$ cat config.mk
export PLATFORM = sky130hd
export DESIGN_NAME = router_fsm_ctrl
export DESIGN_NICKNAME = d
export VERILOG_FILES = /design/src/rtl/router_fsm_ctrl.sv
export SDC_FILE = /design/constraint.sdc
export NUM_CORES = 1
export LEC_CHECK = 0
export ABC_AREA = 1
export CAP_MARGIN = 20
export CORE_UTILIZATION = 43
export CTS_CLUSTER_DIAMETER = 80
export DETAILED_ROUTE_END_ITERATION = 10
export GPL_TIMING_DRIVEN = 0
export PLACE_DENSITY = 0.79
export SLEW_MARGIN = 20
export SYNTH_ARGS = -nofsm -noshare
export SYNTH_HDL_FRONTEND = slang
export SYNTH_SLANG_ARGS = --single-unit
$ cat constraint.sdc
create_clock -name clk -period 1.38 [get_ports clk]
set_input_delay 0.138 -clock clk [delete_from_list [all_inputs] [get_ports clk]]
set_output_delay 0.138 -clock clk [all_outputs]
set_load 0.1 [all_outputs]
$ cat src/rtl/router_fsm_ctrl.sv
// Packet-sequencing controller for the 1x3 router input side.
// Optional packet/drop counters are built when ROUTER_FSM_STATS_EN is defined.
module router_fsm_ctrl #(
  parameter int STATS_W = 16
) (
  input  logic               clk,
  input  logic               rst,
  input  logic               pkt_valid,
  input  logic [1:0]         din,
  input  logic               fifofull,
  input  logic               e0,
  input  logic               e1,
  input  logic               e2,
  input  logic               srst0,
  input  logic               srst1,
  input  logic               srst2,
  input  logic               parity_done,
  input  logic               low_pkt_valid,
  output logic               detect_add,
  output logic               lfd_state,
  output logic               ld_state,
  output logic               laf_state,
  output logic               full_state,
  output logic               wr_en_reg,
  output logic               rst_int_reg,
  output logic               busy
`ifdef ROUTER_FSM_STATS_EN
  ,
  output logic [STATS_W-1:0] pkt_cnt,
  output logic [STATS_W-1:0] drop_cnt
`endif
);

  localparam logic [2:0] DA  = 3'd0;
  localparam logic [2:0] LFD = 3'd1;
  localparam logic [2:0] LD  = 3'd2;
  localparam logic [2:0] FFS = 3'd3;
  localparam logic [2:0] LAF = 3'd4;
  localparam logic [2:0] LP  = 3'd5;
  localparam logic [2:0] CPE = 3'd6;
  localparam logic [2:0] WTE = 3'd7;

  logic [2:0] state_q, state_d;
  logic [1:0] addr_q, addr_d;

  // Padded to four entries so that indexing with a 2-bit address never leaves the vector.
  logic [3:0] empty_vec;
  logic [3:0] srst_vec;
  logic       hdr_ok;
  logic       srst_sel;

  assign empty_vec = {1'b0, e2, e1, e0};
  assign srst_vec  = {1'b0, srst2, srst1, srst0};
  assign hdr_ok    = pkt_valid && (din != 2'd3);
  assign srst_sel  = srst_vec[addr_q] && (state_q != DA);

  always_comb begin
    state_d = state_q;
    addr_d  = addr_q;
    if (state_q == DA && hdr_ok) begin
      addr_d = din;
    end
    if (srst_sel) begin
      state_d = DA;
    end else begin
      case (state_q)
        DA:      if (hdr_ok) state_d = empty_vec[din] ? LFD : WTE;
        LFD:     state_d = LD;
        LD: begin
          if (fifofull)        state_d = FFS;
          else if (!pkt_valid) state_d = LP;
        end
        FFS:     if (!fifofull) state_d = LAF;
        LAF: begin
          if (parity_done)        state_d = DA;
          else if (low_pkt_valid) state_d = LP;
          else                    state_d = LD;
        end
        LP:      state_d = CPE;
        CPE:     state_d = fifofull ? FFS : DA;
        WTE:     if (empty_vec[addr_q]) state_d = LFD;
        default: state_d = DA;
      endcase
    end
  end

  always_ff @(posedge clk or posedge rst) begin
    if (rst) begin
      state_q <= DA;
      addr_q  <= 2'd0;
    end else begin
      state_q <= state_d;
      addr_q  <= addr_d;
    end
  end

  assign detect_add  = (state_q == DA);
  assign lfd_state   = (state_q == LFD);
  assign ld_state    = (state_q == LD);
  assign laf_state   = (state_q == LAF);
  assign full_state  = (state_q == FFS);
  assign wr_en_reg   = (state_q == LFD) || (state_q == LD) || (state_q == LAF) || (state_q == LP);
  assign rst_int_reg = (state_q == CPE);
  assign busy        = !((state_q == DA) || (state_q == LD));

`ifdef ROUTER_FSM_STATS_EN
  logic [STATS_W-1:0] pkt_cnt_q;
  logic [STATS_W-1:0] drop_cnt_q;
  logic               pkt_done;
  logic               drop_hit;

  // A packet completes on the normal exit paths only; soft-reset aborts are not counted.
  assign pkt_done = !srst_sel &&
                    (((state_q == CPE) && !fifofull) || ((state_q == LAF) && parity_done));
  assign drop_hit = (state_q == DA) && pkt_valid && (din == 2'd3);

  always_ff @(posedge clk or posedge rst) begin
    if (rst) begin
      pkt_cnt_q  <= '0;
      drop_cnt_q <= '0;
    end else begin
      if (pkt_done && (pkt_cnt_q != '1)) begin
        pkt_cnt_q <= pkt_cnt_q + STATS_W'(1);
      end
      if (drop_hit && (drop_cnt_q != '1)) begin
        drop_cnt_q <= drop_cnt_q + STATS_W'(1);
      end
    end
  end

  assign pkt_cnt  = pkt_cnt_q;
  assign drop_cnt = drop_cnt_q;
`endif

endmodule

==> metrics.txt, run 1 <==
clock-pin slew on the worst setup and hold paths=roughly 0.050 ns; Netlist cell types=21; die span in x=40.1 um; overall die height=40.1 um; WL final=1.45 mm; CP endpoint kind=output port; startpoint types=flip-flop; TNS Setup=-0.150 ns; die area=about 1600 um^2; share of layout cells above drive strength 1=35.1%; synth top area cells=dfrtp_1, nand3_1, nand2_1; YS warnings=0; Synth Instances=roughly 100; FF-to-FF setup slack=roughly 0.10 ns; Data required, critical path=about 1.2 ns; CTS H-Tree Depth=1; Worst EP arrival=about 1.3 ns; placement row count=13; DRC violations left=0; worst skew pair latency=0.25 ns; Slew headroom=85.7%; first-pass GRT wire length=2.32 mm; Worst path slowest cell=dfrtp_1; final setup fails=3; CTS root buffer=clkbuf_4; post-synth top area cell=dfrtp_1; IO buf count=21; CTS Buf Count=3; fin area=1020 um^2; initial antenna violation count=0; Max Cap Viol=0; min setup slack post-route=-0.0849 ns; Syn Nets=115; Seq cells post-synth=5; DP Wirelength=1.09 mm; largest net degree at the start of global routing=10; Final Net Count=146; DP Area=872 um^2; minimum clock period=1.46 ns; Final Slew Violations=0; register area share after synthesis=about a fifth; hold crit path type=in2async; ys async rst share=100%; Tightest Pin Transition=0.212 ns; Total GRT Usage=22.2%; Clock Skews=0.00840 ns; syn avg cell area=6.17 um^2; Netlist Area Pre-Place=623 um^2; CTS tree=done; Core Region=1320 um^2; First DRT Iteration DRCs=11; hold_buf cts=0; n_diodes=0; share of the synthesized area in the top cell type=20.1%; drt pass-1 iters=4; Crit Path Class=reg2out; status=complete, but fails checks; unrepaired setup endpoints after global routing=yes; placed cell count=137; vias in the first global route=565; fin cells=146; cell mode on critical path=buf_6; routability cong.=0.839; clock buffer depth=2; failing checks=negative setup slack; Top Ports=22; Area Growth Syn to Fin=63.9%; crit-path max cell delay=0.36 ns; via count=710; Filler cells=104; worst reg2reg path depth=10; Initial Util=between 40% and 50%; period utilisation layout=106%; number of synthesized flops with an enable pin=0; wire per inst=9.95 um; cell chain of the critical path=buf_6, inv_4, nand2_4, o211ai_1, buf_6; final hold vios=0; antenna viol nets, final=0; clk sink count=5; Vias/cell=4.86; Max Freq=683 MHz; Main synth FF type=dfrtp_1; Worst Path Max Fanout=8; Remaining Overflow, GRT=0
==> logic make-up after synthesis <==
family / after synthesis / synth area share, %
AOI/OAI and AO/OA: 6 / 5.22
and+or+nand+nor: 66 / 56.6
buffers and inverters: 24 / 18.1
DFF: 5 / 20.1
==> path summary, 6_finish.rpt <==
kind,from,endpoint
worst max-delay path,state_q[0],wr_en_reg
worst min-delay path,rst,state_q[0]
worst max register to register,state_q[0],state_q[0]
worst min register to register,addr_q[0],addr_q[0]
max in group asynchronous,rst,addr_q[1]
min in group clk,din[0],addr_q[0]
==> registers in the layout, summed over array words and instances, names as in the netlist <==
| register | count |
|---|---|
| state_q | 3 |
| addr_q | 2 |
==> through the flow <==
stage,worst slack (ns),hold WS (ns),util (%)
final,-0.0849,0.0741,77.5
after global routing,-0.148,0.0834,77.5
after CTS,-0.0927,0.0707,75.3
after detailed placement,-0.765,0.346,66.2
after global placement,-0.764,0.339,66.2
after floorplan,-0.856,-0.0835,-
==> placed cells by master (no fill, tap or decap), drive strengths merged <==
cell,netlist,layout
a21oi,1,1
buf,3,16
clkbuf,0,4
clkdlybuf4s50,0,13
clkinv,1,1
clkinvlp,0,2
dfrtp,5,5
inv,20,18
nand2,26,26
nand3,19,19
nand4,3,3
nor2,17,17
nor2b,1,1
o211ai,1,1
o21ai,4,4
==> metal layers <==
| layer | vias to the layer above | global-route usage, % | wire length [um] |
|---|---|---|---|
| li1 | 375 | - | - |
| met2 | 25 | 39.9 | 801 |
| met3 | 2 | 8.33 | 80 |
| met1 | 308 | 24.2 | 558 |
| met5 | - | 0 | 0 |
| met4 | 0 | 5.17 | 11 |
==> worst max-delay path: cells and delay by family, from the launching register on <==
kind	cells	cell delay, ns
flip-flops	1	0.36
buffers and inverters	3	0.47
AO/OA/AOI/OAI	1	0.18
AND/OR/NAND/NOR	1	0.05
==> cell type report <==
type / instances / area (um^2) / area share (%)
Buffer: 3 / 33.8 / 3.31
Clock buffer: 4 / 26.3 / 2.57
Inverter: 21 / 97.6 / 9.56
Multi-Input combinational cell: 72 / 418 / 40.9
Sequential cell: 5 / 125 / 12.3
Tap cell: 15 / 18.8 / 1.84
Timing Repair Buffer: 26 / 302 / 29.5
==> Yosys cell counts, types with 2 or more instances <==
cell,count
nand3_1,17
nand2_1,21
inv_2,4
nor2_2,3
nand4_1,3
inv_1,15
nor2_1,12
nand2_2,3
nand3_2,2
o21ai_0,4
buf_6,2
nand2_4,2
dfrtp_1,5
==> repair_timing <==
item,4_1_cts,5_1_grt
buffers inserted,3,2
endpoints found under the setup margin,8,8
gates resized for setup,72,3
pin swaps,2,0
Power of run 1 is not shown: default switching activity piles up to over one toggle a cycle in this logic, so the estimate is an artifact.
==> run 2, diff against run 1 <==
GPL_ROUTABILITY_DRIVEN = 0   (was default)
RECOVER_POWER = 50   (was default)
==> run 2 against run 1 <==
Effect of this change: the run still ends with negative setup slack left; clock-buffer cell count is the same; sequential share of layout area unchanged; cell area unchanged; flip-flop and latch count unchanged; clock skew is essentially flat; utilization unchanged; worst setup slack hardly changed; cell count is the same.
==> metrics.txt, run 2 (same netlist as run 1, synthesis figures left out) <==
status=complete, but fails checks; failing checks=negative setup slack; Total GRT Usage=22.2% (unchanged); Slew headroom=85.7% (unchanged); WL final=1.45 mm (unchanged); drt pass-1 iters=4 (unchanged); worst skew pair latency=0.25 ns (about the same); final setup fails=3 (unchanged); Vias/cell=4.86 (unchanged); Remaining Overflow, GRT=0 (unchanged); RR Endpoint=state_q[0]; DRC violations left=0 (unchanged); commonest non-fill, non-tap cells in the layout=nand2_1, nand3_1, inv_1; FF-to-FF setup slack=0.10 ns (about the same); Worst EP arrival=1.33 ns (about the same); most common cell after layout, fill and taps aside=nand2_1; clk sink count=5 (unchanged); Clock Skews=0.00840 ns (+0.0000000300 ns); die span in x=40.1 um (unchanged); clock buffer depth=2 (unchanged); overall die height=40.1 um (unchanged); startpoint types=flip-flop; placement row count=13 (unchanged); clock-pin slew on the worst setup and hold paths=0.05 ns (about the same); worst reg2reg path depth=10 (unchanged); Max Cap Viol=0 (unchanged); unrepaired setup endpoints after global routing=yes; First DRT Iteration DRCs=11 (unchanged); Tightest Pin Transition=0.212 ns (unchanged); largest register by flop count=state_q; hold crit path type=in2async; largest net degree at the start of global routing=10 (unchanged); Final Slew Violations=0 (unchanged); initial antenna violation count=0 (unchanged); period utilisation layout=106% (about the same); minimum clock period=1.46 ns (-0.00000810 ns); Core Region=1320 um^2 (unchanged); Crit Path Class=reg2out; fin area=1020 um^2 (unchanged); antenna viol nets, final=0 (unchanged); top flop regs=state_q (3), addr_q (2); Final Net Count=146 (unchanged); wire per inst=9.95 um (unchanged); vias in the first global route=565 (unchanged); Filler cells=104 (unchanged); placed cell count=137 (unchanged); min setup slack post-route=-0.0849 ns (+0.00000810 ns); CTS root buffer=clkbuf_4; Data required, critical path=1.24 ns (about the same); Area Growth Syn to Fin=63.9% (unchanged); Worst Path Max Fanout=8 (unchanged); via count=710 (unchanged); final hold vios=0 (unchanged); n_diodes=0 (unchanged); CTS tree=done; TNS Setup=-0.150 ns (+0.0000240 ns); CTS H-Tree Depth=1 (unchanged); max reg flops=3 (unchanged); Top Ports=22 (unchanged); CTS Buf Count=3 (unchanged); DP Wirelength=1.09 mm (unchanged); Initial Util=47.3% (unchanged); share of layout cells above drive strength 1=35.1% (unchanged); worst r2r src=state_q[0]; first-pass GRT wire length=2.32 mm (unchanged); CP endpoint kind=output port; die area=1610 um^2 (unchanged); DP Area=872 um^2 (unchanged); Max Freq=683 MHz (about the same); fin cells=146 (unchanged); hold_buf cts=0 (unchanged); worst setup path start=state_q[0]; IO buf count=21 (unchanged)
run 2: changes by cell type in the layout (fill, tap and decap cells not counted):
cell / before / now
clkdlybuf4s50_1: 13 / 12
dlygate4sd3_1: 0 / 1
run 2: how the worst max path moves through the flow:
stage                     end  slack (ns)
floorplan           wr_en_reg       -0.86
global placement    wr_en_reg       -0.76
detailed placement  wr_en_reg       -0.77
CTS                 wr_en_reg       -0.09
global route        wr_en_reg       -0.15
finish              wr_en_reg       -0.08
run 2: metal layers:
metal,share of wire (%),wire length (um),GRT usage [%]
met3,5.5,80,8.33
met1,38,558,24.2
met4,0.76,11,5.17
met5,0,0,0
met2,55,801,39.9
run 2: timing repair:
| item | CTS | global route |
|---|---|---|
| pin swaps | 2 | 0 |
| gates cloned | 0 | 0 |
| buffers inserted | 3 | 2 |
| setup endpoints to repair | 8 | 8 |
| gates resized for setup | 72 | 3 |
run 2: final cells by class:
class	count	area [um^2]	area share (%)
multi-input combinational	72	418	40.9
timing repair buffer	26	302	29.5
sequential	5	125	12.3
inverter	21	97.6	9.56
buffer	3	33.8	3.31
clock buffer	4	26.3	2.57
tap	15	18.8	1.84
run 2: through the flow:
| step | utilization (%) | hold WS, ns | setup slack, ns |
|---|---|---|---|
| after floorplan | - | -0.0835 | -0.856 |
| after global placement | 66.2 | 0.339 | -0.764 |
| after detailed placement | 66.2 | 0.346 | -0.765 |
| after CTS | 75.3 | 0.0707 | -0.0927 |
| after global routing | 77.5 | 0.220 | -0.148 |
| final | 77.5 | 0.211 | -0.0849 |
run 2: critical path: stages (launching register included):
cell and delay (ns):
dfrtp_1 0.36, buf_6 0.15, inv_4 0.07, nand2_4 0.05, o211ai_1 0.18, buf_6 0.25
Power of run 2 is left out for the same reason.
